`src/rtl/lcd_pkg.sv`:
```
// Shared types, constants and elaboration-time helpers for the LCD sequencer.
// Optional build macro: LCD_INIT_SEQ_EN adds the power-up initialisation states.
package lcd_pkg;

  // FSM state encoding
  typedef enum logic [3:0] {
    IDLE,
    FETCH,
    SETUP,
    PULSE,
    HOLD,
    WAIT,
    NEXT
`ifdef LCD_INIT_SEQ_EN
    ,
    INIT_POWER,
    INIT_LOAD
`endif
  } lcd_state_e;

  // Memory word layout as presented on i_data
  typedef struct packed {
    logic       rs;
    logic       rw;
    logic [7:0] db;
  } lcd_word_t;

  localparam logic [7:0] CMD_CLEAR    = 8'h01;
  localparam logic [7:0] CMD_HOME     = 8'h02;
  localparam logic [7:0] INIT_DB_8BIT = 8'h30;
  localparam logic [7:0] INIT_DB_4BIT = 8'h20;

  localparam longint unsigned NS_PER_S = 64'd1_000_000_000;

  // Clock cycles covering t_ns at clock_hz, rounded up, never less than one
  function automatic int unsigned cycles(input longint unsigned clock_hz,
                                         input longint unsigned t_ns);
    longint unsigned c;
    c = (clock_hz * t_ns + NS_PER_S - 64'd1) / NS_PER_S;
    if (c == 64'd0) c = 64'd1;
    return 32'(c);
  endfunction

  function automatic int unsigned max2(input int unsigned a, input int unsigned b);
    return (a > b) ? a : b;
  endfunction

  // Clear display and return home (0x02/0x03) need the long execution wait
  function automatic logic is_long(input lcd_word_t w);
    return !w.rs && ((w.db == CMD_CLEAR) || (w.db[7:1] == CMD_HOME[7:1]));
  endfunction

endpackage

```
`src/rtl/lcd_delay_counter.sv`:
```
// Loadable down-counter used for every timed phase of the sequencer.
// Ports: i_clk, i_rst_n, load (strobe), load_val (value to load), zero_c (count is zero).
// A phase lasting N cycles is obtained by loading N-1 on entry and leaving on zero_c.
module lcd_delay_counter #(
  parameter int unsigned WIDTH = 8
) (
  input  logic             i_clk,
  input  logic             i_rst_n,
  input  logic             load,
  input  logic [WIDTH-1:0] load_val,
  output logic             zero_c
);

  logic [WIDTH-1:0] cnt_q;

  // Load has priority; otherwise count down and stick at zero
  always_ff @(posedge i_clk or negedge i_rst_n) begin
    if (!i_rst_n) begin
      cnt_q <= '0;
    end else if (load) begin
      cnt_q <= load_val;
    end else if (cnt_q != '0) begin
      cnt_q <= cnt_q - WIDTH'(1);
    end
  end

  assign zero_c = (cnt_q == '0);

endmodule

```
`src/rtl/lcd_sequencer.sv`:
```
// HD44780-class character LCD sequencer: walks a memory address range, fetches
// one {RS,RW,DB} word per address and strobes it onto the LCD bus (8- or 4-bit),
// then waits out the controller execution time.
// Ports: i_clk, i_rst_n (async, active-low), i_start, i_addr_begin/i_addr_end
// (inclusive range, wraps modulo 2^WIDTH_MEM), i_data (sync-read memory word),
// o_addr, o_busy, o_done/o_overflow (one-cycle pulses at sequence end),
// o_rs, o_rw, o_db, o_E (all registered LCD pins).
// Optional build macro: LCD_INIT_SEQ_EN runs the HD44780 power-up sequence after reset.
module lcd_sequencer
  import lcd_pkg::*;
#(
  parameter int unsigned CLOCK      = 50_000_000,
  parameter int unsigned WIDTH_MEM  = 4,
  parameter int unsigned BUS_WIDTH  = 8,
  parameter int unsigned T_SETUP_NS = 60,
  parameter int unsigned T_PW_NS    = 450,
  parameter int unsigned T_HOLD_NS  = 20,
  parameter int unsigned T_SHORT_US = 37,
  parameter int unsigned T_LONG_US  = 1530
) (
  input  logic                 i_clk,
  input  logic                 i_rst_n,
  input  logic                 i_start,
  input  logic [WIDTH_MEM-1:0] i_addr_begin,
  input  logic [WIDTH_MEM-1:0] i_addr_end,
  input  logic [9:0]           i_data,
  output logic [WIDTH_MEM-1:0] o_addr,
  output logic                 o_busy,
  output logic                 o_done,
  output logic                 o_overflow,
  output logic                 o_rs,
  output logic                 o_rw,
  output logic [BUS_WIDTH-1:0] o_db,
  output logic                 o_E
);

  localparam int unsigned SETUP_CYC = cycles(64'(CLOCK), 64'(T_SETUP_NS));
  localparam int unsigned PW_CYC    = cycles(64'(CLOCK), 64'(T_PW_NS));
  localparam int unsigned HOLD_CYC  = cycles(64'(CLOCK), 64'(T_HOLD_NS));
  localparam int unsigned SHORT_CYC = cycles(64'(CLOCK), 64'(T_SHORT_US) * 64'd1000);
  localparam int unsigned LONG_CYC  = cycles(64'(CLOCK), 64'(T_LONG_US) * 64'd1000);
  localparam int unsigned BASE_MAX  = max2(max2(SETUP_CYC, PW_CYC),
                                           max2(HOLD_CYC, max2(SHORT_CYC, LONG_CYC)));
`ifdef LCD_INIT_SEQ_EN
  localparam int unsigned PWR_CYC   = cycles(64'(CLOCK), 64'd15_000_000);
  localparam int unsigned INIT1_CYC = cycles(64'(CLOCK), 64'd4_100_000);
  localparam int unsigned INIT2_CYC = cycles(64'(CLOCK), 64'd100_000);
  localparam int unsigned MAX_CYC   = max2(BASE_MAX, max2(PWR_CYC, max2(INIT1_CYC, INIT2_CYC)));
  // 4-bit mode appends the 0x2 interface-switch strobe as a fourth step
  localparam logic [1:0]  LAST_STEP = (BUS_WIDTH == 4) ? 2'd3 : 2'd2;
`else
  localparam int unsigned MAX_CYC   = BASE_MAX;
`endif
  localparam int unsigned CW = $clog2(MAX_CYC) + 1;

  lcd_state_e           state_q, state_d;
  logic [WIDTH_MEM-1:0] addr_d;
  logic [WIDTH_MEM-1:0] end_q, end_d;
  logic [3:0]           lo_nib_q, lo_nib_d;
  logic                 nib_q, nib_d;
  logic [CW-1:0]        wait_q, wait_d;
  logic                 busy_d, done_d, ovf_d, rs_d, rw_d, e_d;
  logic [BUS_WIDTH-1:0] db_d;
  logic                 cnt_load;
  logic [CW-1:0]        cnt_val;
  logic                 cnt_zero_c;
  logic                 init_run_c;
  lcd_word_t            word_in;

`ifdef LCD_INIT_SEQ_EN
  logic                 init_done_q, init_done_d;
  logic [1:0]           step_q, step_d;
  assign init_run_c = !init_done_q;
`else
  assign init_run_c = 1'b0;
`endif

  assign word_in = lcd_word_t'(i_data);

  // Bus value for a byte: full byte in 8-bit mode, selected nibble in 4-bit mode
  function automatic logic [BUS_WIDTH-1:0] bus_val(input logic [7:0] b, input logic hi);
    logic [7:0] s;
    s = (BUS_WIDTH == 4 && hi) ? (b >> 4) : b;
    return BUS_WIDTH'(s);
  endfunction

  lcd_delay_counter #(
    .WIDTH (CW)
  ) u_delay (
    .i_clk    (i_clk),
    .i_rst_n  (i_rst_n),
    .load     (cnt_load),
    .load_val (cnt_val),
    .zero_c   (cnt_zero_c)
  );

  // Next-state and next-output logic
  always_comb begin
    state_d  = state_q;
    addr_d   = o_addr;
    end_d    = end_q;
    lo_nib_d = lo_nib_q;
    nib_d    = nib_q;
    wait_d   = wait_q;
    rs_d     = o_rs;
    rw_d     = o_rw;
    db_d     = o_db;
    done_d   = 1'b0;
    ovf_d    = 1'b0;
    cnt_load = 1'b0;
    cnt_val  = '0;
`ifdef LCD_INIT_SEQ_EN
    init_done_d = init_done_q;
    step_d      = step_q;
`endif

    case (state_q)
      IDLE: begin
`ifdef LCD_INIT_SEQ_EN
        if (!init_done_q) begin
          state_d  = INIT_POWER;
          cnt_load = 1'b1;
          cnt_val  = CW'(PWR_CYC - 1);
        end else
`endif
        if (i_start) begin
          addr_d   = i_addr_begin;
          end_d    = i_addr_end;
          state_d  = FETCH;
          cnt_load = 1'b1;
          cnt_val  = CW'(1);
        end
      end

      // Two cycles: the synchronous memory returns data one cycle after o_addr moves
      FETCH: begin
        if (cnt_zero_c) begin
          lo_nib_d = word_in.db[3:0];
          nib_d    = 1'b0;
          wait_d   = is_long(word_in) ? CW'(LONG_CYC - 1) : CW'(SHORT_CYC - 1);
          rs_d     = word_in.rs;
          rw_d     = word_in.rw;
          db_d     = bus_val(word_in.db, 1'b1);
          state_d  = SETUP;
          cnt_load = 1'b1;
          cnt_val  = CW'(SETUP_CYC - 1);
        end
      end

      SETUP: begin
        if (cnt_zero_c) begin
          state_d  = PULSE;
          cnt_load = 1'b1;
          cnt_val  = CW'(PW_CYC - 1);
        end
      end

      PULSE: begin
        if (cnt_zero_c) begin
          state_d  = HOLD;
          cnt_load = 1'b1;
          cnt_val  = CW'(HOLD_CYC - 1);
        end
      end

      // In 4-bit mode the low nibble follows the high one; init writes are single strobes
      HOLD: begin
        if (cnt_zero_c) begin
          cnt_load = 1'b1;
          if (BUS_WIDTH == 4 && !nib_q && !init_run_c) begin
            nib_d   = 1'b1;
            db_d    = bus_val({4'h0, lo_nib_q}, 1'b0);
            state_d = SETUP;
            cnt_val = CW'(SETUP_CYC - 1);
          end else begin
            state_d = WAIT;
            cnt_val = wait_q;
          end
        end
      end

      WAIT: begin
        if (cnt_zero_c) begin
`ifdef LCD_INIT_SEQ_EN
          if (!init_done_q) begin
            if (step_q == LAST_STEP) begin
              init_done_d = 1'b1;
              state_d     = IDLE;
            end else begin
              step_d  = step_q + 2'd1;
              state_d = INIT_LOAD;
            end
          end else
`endif
          state_d = NEXT;
        end
      end

      NEXT: begin
        if (o_addr == end_q) begin
          state_d = IDLE;
          done_d  = 1'b1;
          ovf_d   = 1'b1;
        end else begin
          addr_d   = o_addr + WIDTH_MEM'(1);
          state_d  = FETCH;
          cnt_load = 1'b1;
          cnt_val  = CW'(1);
        end
      end

`ifdef LCD_INIT_SEQ_EN
      INIT_POWER: begin
        if (cnt_zero_c) state_d = INIT_LOAD;
      end

      // Steps 0..2 send 0x3 (function set, 8-bit), step 3 sends 0x2 (switch to 4-bit)
      INIT_LOAD: begin
        rs_d     = 1'b0;
        rw_d     = 1'b0;
        nib_d    = 1'b0;
        db_d     = bus_val((step_q == 2'd3) ? INIT_DB_4BIT : INIT_DB_8BIT, 1'b1);
        wait_d   = (step_q == 2'd0) ? CW'(INIT1_CYC - 1) :
                   (step_q == 2'd3) ? CW'(SHORT_CYC - 1) : CW'(INIT2_CYC - 1);
        state_d  = SETUP;
        cnt_load = 1'b1;
        cnt_val  = CW'(SETUP_CYC - 1);
      end
`endif

      default: state_d = IDLE;
    endcase

    busy_d = (state_d != IDLE);
    e_d    = (state_d == PULSE);
  end

  // State and registered outputs
  always_ff @(posedge i_clk or negedge i_rst_n) begin
    if (!i_rst_n) begin
      state_q    <= IDLE;
      o_addr     <= '0;
      end_q      <= '0;
      lo_nib_q   <= '0;
      nib_q      <= 1'b0;
      wait_q     <= '0;
      o_busy     <= 1'b0;
      o_done     <= 1'b0;
      o_overflow <= 1'b0;
      o_rs       <= 1'b0;
      o_rw       <= 1'b0;
      o_db       <= '0;
      o_E        <= 1'b0;
    end else begin
      state_q    <= state_d;
      o_addr     <= addr_d;
      end_q      <= end_d;
      lo_nib_q   <= lo_nib_d;
      nib_q      <= nib_d;
      wait_q     <= wait_d;
      o_busy     <= busy_d;
      o_done     <= done_d;
      o_overflow <= ovf_d;
      o_rs       <= rs_d;
      o_rw       <= rw_d;
      o_db       <= db_d;
      o_E        <= e_d;
    end
  end

`ifdef LCD_INIT_SEQ_EN
  // Power-up sequence progress
  always_ff @(posedge i_clk or negedge i_rst_n) begin
    if (!i_rst_n) begin
      init_done_q <= 1'b0;
      step_q      <= 2'd0;
    end else begin
      init_done_q <= init_done_d;
      step_q      <= step_d;
    end
  end
`endif

endmodule
```
`config.mk`:
```
export PLATFORM = sky130hd
export DESIGN_NAME = lcd_sequencer
export DESIGN_NICKNAME = d
export VERILOG_FILES = /design/src/rtl/lcd_pkg.sv /design/src/rtl/lcd_delay_counter.sv /design/src/rtl/lcd_sequencer.sv
export SDC_FILE = /design/constraint.sdc
export NUM_CORES = 1
export LEC_CHECK = 0
export CAP_MARGIN = 25
export CORE_MARGIN = 2
export CORE_UTILIZATION = 37
export CTS_BUF_LIST = sky130_fd_sc_hd__clkbuf_16
export DETAILED_ROUTE_END_ITERATION = 8
export PLACE_DENSITY = 0.66
export SLEW_MARGIN = 20
export SYNTH_ARGS = -nofsm -noshare
export SYNTH_HDL_FRONTEND = slang
export SYNTH_SLANG_ARGS = --single-unit
```
`constraint.sdc`:
```
create_clock -name i_clk -period 2.85 [get_ports i_clk]
set_clock_uncertainty 0.1 [all_clocks]
set_input_delay 0.4275 -clock i_clk [delete_from_list [all_inputs] [get_ports i_clk]]
set_output_delay 0.4275 -clock i_clk [all_outputs]
set_load 0.01 [all_outputs]
```
==> impl_metrics.env, run 1 <==
export IMPL_status="completed"
export IMPL_synth_xor_area_share_pct=6.62
export IMPL_post_route_cells_drive_above_1_share_pct=12.2
export IMPL_clockRootBuffer="clkbuf_16"
export IMPL_n_antenna_cell=0
export IMPL_clock_power_share_pct=21.0
export IMPL_p_sw_share_pct=35.0
export IMPL_drt_iter0_markers=79
export IMPL_synth_seq_cells=46
export IMPL_p_sw_w=0.000953
export IMPL_hold_class="in2async"
export IMPL_synthAdderAreaFrac_pct=1.58
export IMPL_max_freq_mhz=418
export IMPL_place_ws_ns=0.440
export IMPL_synth_area_sq_um=2380
export IMPL_finalMaxSlewViolations=0
export IMPL_synth_top_family_by_area="simple AND/OR/NAND/NOR gates"
export IMPL_p_int_w=0.00177
export IMPL_ys_types=49
export IMPL_startpoint_type="register"
export IMPL_synthCells=225
export IMPL_start_util_pct=38.0
export IMPL_io_pins=39
export IMPL_grt_pass1_vias=1767
export IMPL_core_sq_um=6280
export IMPL_setup_violations_final=0
export IMPL_fin_ws_ns=0.457
export IMPL_synth_edf_count=0
export IMPL_fin_nets=285
export IMPL_synth_compound_area_share_pct=10.6
export IMPL_dieHeight_um=84.2
export IMPL_gp_congestion=0.781
export IMPL_die_x_um=84.2
export IMPL_synth_top_area_share_pct=48.3
export IMPL_syn_nets=249
export IMPL_ir_worst_vdd_uv=490
export IMPL_grt_max_degree=28
export IMPL_fin_crit_sh_pct=84.0
export IMPL_end_kind="register"
export IMPL_io_buffers=38
export IMPL_fin_crit_ns=2.39
export IMPL_p_seq_share_pct=40.6
export IMPL_cp_top_family="simple AND/OR/NAND/NOR gates"
export IMPL_wire_per_inst_um=14.1
export IMPL_grt_setup_unrepaired="false"
export IMPL_path_class="reg2reg"
export IMPL_grt_usage_pct=14.6
export IMPL_critical_path_max_stage_delay_ns=0.48
export IMPL_synth_seq_area_share_pct=48.3
export IMPL_avgSynthCellArea_sq_um=10.6
export IMPL_globalRouteMet3Util_pct=4.42
export IMPL_vias=1745
export IMPL_met2_usage_pct=23.8
export IMPL_clk_latency_ns=0.29
export IMPL_ys_warnings_count=0
export IMPL_avgViaCountPerCell=5.15
export IMPL_rows=29
export IMPL_grt_util_met1_pct=19.0
export IMPL_ant_nets=0
export IMPL_p_leak_nw=1.24
export IMPL_slew_headroom_pct=60.4
export IMPL_grt_antenna_before_repair=0
export IMPL_path_cells="inv_1, ha_1, or4b_1, nor3_4, nand3_2, nand2_1, o21ai_0"
export IMPL_finalHoldViolCount=0
export IMPL_tritoncts="built"
export IMPL_drc=0
export IMPL_synthSimpleGateAreaFrac_pct=19.3
export IMPL_post_dp_hpwl_um=3530
export IMPL_critPathArrivalTime_ns=2.44
export IMPL_hold_buffers=0
export IMPL_drv_cap=0
export IMPL_cellPowerDensity_nw_per_um2=928
export IMPL_numCtsBuffers=5
export IMPL_cts_setup_buffers=0
export IMPL_grt_overflow_total=0
export IMPL_htreeDepth=2
export IMPL_drt_wl_total_um=4790
export IMPL_drt_first_pass_iters=4
export IMPL_p_comb_share_pct=38.3
export IMPL_synthMuxAreaShare_pct=8.98
export IMPL_netlist_top_cells_area="dfrtp_1 (48%), xnor2_1 (5.1%), mux2_4 (4.4%), o21ai_0 (4.0%), mux2_2 (3.3%)"
export IMPL_post_cts_resized=0
export IMPL_fin_setup_tns_ns=0
export IMPL_area_delta_synth_final_pct=23.2
export IMPL_crit_slowest_cell="or4b_1"
export IMPL_gr_max_usage_layer="met2"
export IMPL_cts_sinks=46
export IMPL_path_max_fanout=14
export IMPL_required_ns=2.90
export IMPL_yosysTopAreaCell="dfrtp_1"
export IMPL_grt_pass1_wl_um=8380
export IMPL_synth_main_ff_cell="dfrtp_1"
export IMPL_path_buf_inv=1
export IMPL_clkSlewWorstSetupHoldPaths_ns=0.06
export IMPL_tightest_slew_ns=0.595
export IMPL_clockBufferDepth=2
export IMPL_synth_async_reset_ratio_pct=100
export IMPL_dieArea_sq_um=7100
sequential cells by signal, summed over array words and instances (netlist names):
name / cells
u_delay.cnt_q: 18
o_db: 8
end_q: 4
o_addr: 4
state_q: 4
wait_q: 3
o_E: 1
o_busy: 1
o_overflow: 1
o_rs: 1
o_rw: 1
final timing paths:
kind,startpoint,slack [ns],cells after the start,end
worst max-delay path,u_delay.cnt_q[0],0.46,7,u_delay.cnt_q[3]
worst min-delay path,i_rst_n,0.04,1,o_overflow
worst max register to register,u_delay.cnt_q[0],0.46,7,u_delay.cnt_q[3]
worst min register to register,wait_q[9],0.39,2,wait_q[9]
max in group asynchronous,i_rst_n,1.93,2,wait_q[13]
min in group i_clk,wait_q[9],0.39,2,wait_q[9]
routing by layer:
| metal | vias to the layer above | part of all wire, % |
|---|---|---|
| met5 | - | 0 |
| met1 | 843 | 47 |
| met3 | 6 | 3.8 |
| met4 | 0 | 1.2 |
| li1 | 868 | - |
| met2 | 28 | 48 |
cells in the mapped netlist (4+ instances only):
| cell type | count |
|---|---|
| nor3_1 | 7 |
| nor4_1 | 7 |
| dfrtp_1 | 46 |
| a21oi_1 | 6 |
| nand2_1 | 18 |
| nand3_1 | 6 |
| xor2_1 | 4 |
| o21ai_0 | 19 |
| mux2_2 | 7 |
| xnor2_1 | 14 |
| inv_1 | 7 |
| mux2_4 | 7 |
| or3_1 | 5 |
| nor2_1 | 17 |
power by group through the flow:
stage | combinational, W | sequential [W] | clock, W
2_1_floorplan | 0.000701 | 0.00110 | 0
3_3_place_gp | 0.00103 | 0.00111 | 0
3_5_place_dp | 0.00105 | 0.00111 | 0
4_1_cts | 0.00106 | 0.00111 | 0.000588
5_1_grt | 0.00116 | 0.00114 | 0.000618
6_report | 0.00104 | 0.00111 | 0.000573
per-stage QoR:
stage	total power, W	hold slack, ns	utilization [%]	std cells	instance area [sq um]
6_report	0.00272	0.0401	46.8	339	2940
5_1_grt	0.00292	0.0730	46.8	339	2940
4_1_cts	0.00275	0.0655	46.8	339	2940
3_5_place_dp	0.00217	0.374	44.4	331	2790
3_3_place_gp	0.00214	0.382	44.4	331	2790
2_1_floorplan	0.00180	0.0319	-	225	2380
cell usage in the layout, fill, tap and decap left out, types with 6 or more instances in the layout:
cell and instances:
mux2_2 7, nand2_1 18, nor2_1 17, mux2_4 7
o21ai_0 19, nand3_1 6, nor3_1 7, xnor2_1 14
inv_1 7, a21oi_1 6, dfrtp_1 46, nor4_1 7
clkdlybuf4s50_1 37
layout make-up:
class / instances / area [sq um]
fillers: 584 / 3340
flip-flops and latches: 46 / 1150
multi-input cells: 161 / 1120
repair buffers: 40 / 390
clock buffers: 5 / 125
well taps: 77 / 96.3
inverters: 7 / 26.3
clock inverters: 3 / 21.3
cells by family (layout without fill, tap and decap cells):
| group | after synthesis | in the layout |
|---|---|---|
| AND/OR/NAND/NOR | 80 | 80 |
| flip-flops | 46 | 46 |
| AO/OA/AOI/OAI | 42 | 42 |
| XOR/XNOR | 18 | 18 |
| buffers and inverters | 18 | 55 |
| multiplexers | 17 | 17 |
| adder cells (fa/ha/maj) | 3 | 3 |
| other | 1 | 1 |
(Power assumes the default switching activity.)
==> run 2, diff against run 1 <==
Settings changed: PLACE_DENSITY 0.66 to 0.68.
Clock period 2.85 ns to 2.1 ns, I/O delays scaled along.
==> impl_metrics.env, run 2 (synthesized netlist as in run 1, its figures left out) <==
export IMPL_path_max_fanout=7
export IMPL_slew_headroom_pct=62.1
export IMPL_ir_worst_vdd_uv=757
export IMPL_rrSetupSlack_ns=-0.01
export IMPL_p_leak_nw=1.41
export IMPL_rows=29
export IMPL_grt_pass1_wl_um=8640
export IMPL_status="finished with violations"
export IMPL_reg2reg_from="u_delay.cnt_q[7]"
export IMPL_grt_antenna_before_repair=0
export IMPL_cts_sinks=46
export IMPL_drt_wl_total_um=5210
export IMPL_cellPowerDensity_nw_per_um2=1290
export IMPL_clkSlewWorstSetupHoldPaths_ns=0.06
export IMPL_finalMaxSlewViolations=0
export IMPL_setup_violations_final=6
export IMPL_mostFrequentLayoutCell="dfrtp_1"
export IMPL_io_buffers=38
export IMPL_path_cells="or4_4, nor3_4, buf_6, nand4_4, clkbuf_16, mux2_4"
export IMPL_final_cell_count_no_fill=366
export IMPL_grt_max_degree=47
export IMPL_area_delta_synth_final_pct=37.8
export IMPL_fin_crit_ns=2.11
export IMPL_dp_cells=353
export IMPL_grt_overflow_total=0
export IMPL_end_kind="register"
export IMPL_drt_iter0_markers=84
export IMPL_grt_usage_pct=14.8
export IMPL_numCtsBuffers=5
export IMPL_clockRootBuffer="clkbuf_16"
export IMPL_path_class="reg2reg"
export IMPL_hold_class="in2async"
export IMPL_tightest_slew_ns=0.568
export IMPL_critical_path_max_stage_delay_ns=0.56
export IMPL_post_dp_hpwl_um=3620
export IMPL_wire_per_inst_um=14.2
export IMPL_clockBufferDepth=2
export IMPL_max_freq_mhz=473
export IMPL_cp_top_family="simple AND/OR/NAND/NOR gates"
export IMPL_gp_congestion=0.845
export IMPL_layout_common_cells="dfrtp_1 (46), clkdlybuf4s50_1 (37), buf_4 (23)"
export IMPL_nFillCells=553
export IMPL_htreeDepth=2
export IMPL_fin_ws_ns=-0.0147
export IMPL_path_buf_inv=2
export IMPL_fin_nets=313
export IMPL_ff2ff_path_depth=6
export IMPL_die_x_um=84.2
export IMPL_register_area_sq_um=1150
export IMPL_io_pins=39
export IMPL_largest_register_ffs=18
export IMPL_violations="setup timing"
export IMPL_vias=1884
export IMPL_multi_input_area_sq_um=1200
export IMPL_reg_top3="u_delay.cnt_q (18), o_db (8)"
export IMPL_clk_latency_ns=0.28
export IMPL_post_route_cells_drive_above_1_share_pct=24.2
export IMPL_crit_cells=6
export IMPL_required_ns=2.17
export IMPL_start_util_pct=38.0
export IMPL_avgViaCountPerCell=5.15
export IMPL_drc=0
export IMPL_crit_slowest_cell="or4_4"
export IMPL_design_area_sq_um=3280
export IMPL_drt_first_pass_iters=4
export IMPL_tritoncts="built"
export IMPL_ant_nets=0
export IMPL_regMostFlops="u_delay.cnt_q"
export IMPL_grt_pass1_vias=1921
export IMPL_finalHoldViolCount=0
export IMPL_core_sq_um=6280
export IMPL_drv_cap=0
export IMPL_grt_setup_unrepaired="true"
export IMPL_dieHeight_um=84.2
export IMPL_fin_crit_sh_pct=101
export IMPL_place_area_sq_um=2960
export IMPL_n_antenna_cell=0
export IMPL_critPathArrivalTime_ns=2.18
export IMPL_dieArea_sq_um=7100
export IMPL_reg2reg_to="o_db[5]"
export IMPL_startpoint_type="register"
## run 2: layout make-up
| cell class | count | area share (%) |
|---|---|---|
| repair buffers | 68 | 19.8 |
| clock inverters | 2 | 1.03 |
| well taps | 77 | 2.94 |
| inverters | 7 | 0.801 |
| flip-flops and latches | 46 | 35.1 |
| clock buffers | 5 | 3.81 |
| multi-input cells | 161 | 36.6 |
## run 2: how the worst max path moves through the flow
stage	startpoint	end	slack (ns)
6_report	u_delay.cnt_q[7]	o_db[5]	-0.01
5_1_grt	u_delay.cnt_q[1]	wait_q[10]	-0.09
4_1_cts	u_delay.cnt_q[1]	wait_q[10]	0.008
3_5_place_dp	u_delay.cnt_q[1]	wait_q[10]	-0.13
3_3_place_gp	u_delay.cnt_q[0]	wait_q[10]	-0.08
2_1_floorplan	u_delay.cnt_q[0]	o_db[0]	0.007
## run 2: timing repair
action / CTS / global route
cloned: 0 / 2
pin swaps: 1 / 1
hold buffers: 0 / 0
endpoints found under the setup margin: 12 / 27
setup buffers: 1 / 3
gates resized for setup: 1 / 25
## run 2: per-stage QoR
step | util, % | TNS [ns] | hold WS, ns | total power, W | worst slack, ns
2_1_floorplan | - | 0 | -0.0806 | 0.00246 | 0.00731
3_3_place_gp | 47.1 | -0.718 | 0.342 | 0.00315 | -0.0832
3_5_place_dp | 47.1 | -0.986 | 0.339 | 0.00318 | -0.126
4_1_cts | 50.0 | 0 | 0.0385 | 0.00407 | 0.00782
5_1_grt | 52.3 | -1.52 | 0.0885 | 0.00449 | -0.0923
6_report | 52.3 | -0.0485 | 0.0180 | 0.00422 | -0.0147
## run 2: routing by layer
metal / GRT usage [%] / wire length (um)
met1: 19.2 / 2400
met3: 3.15 / 182
met2: 25.3 / 2590
met5: 0 / 0
met4: 3.81 / 31
## run 2: worst register-to-register path, delay by kind of cell, from the launching register on
kind,cells,cell delay (ns)
and+or+nand+nor,3,0.88
DFF,1,0.40
muxes,1,0.29
buffers and inverters,2,0.34
## run 2: power breakdown
group	internal (W)	total, W	switching [W]
combinational	0.00107	0.00188	0.000819
sequential	0.00119	0.00148	0.000282
clock	0.000550	0.000857	0.000307
total	0.00281	0.00422	0.00141
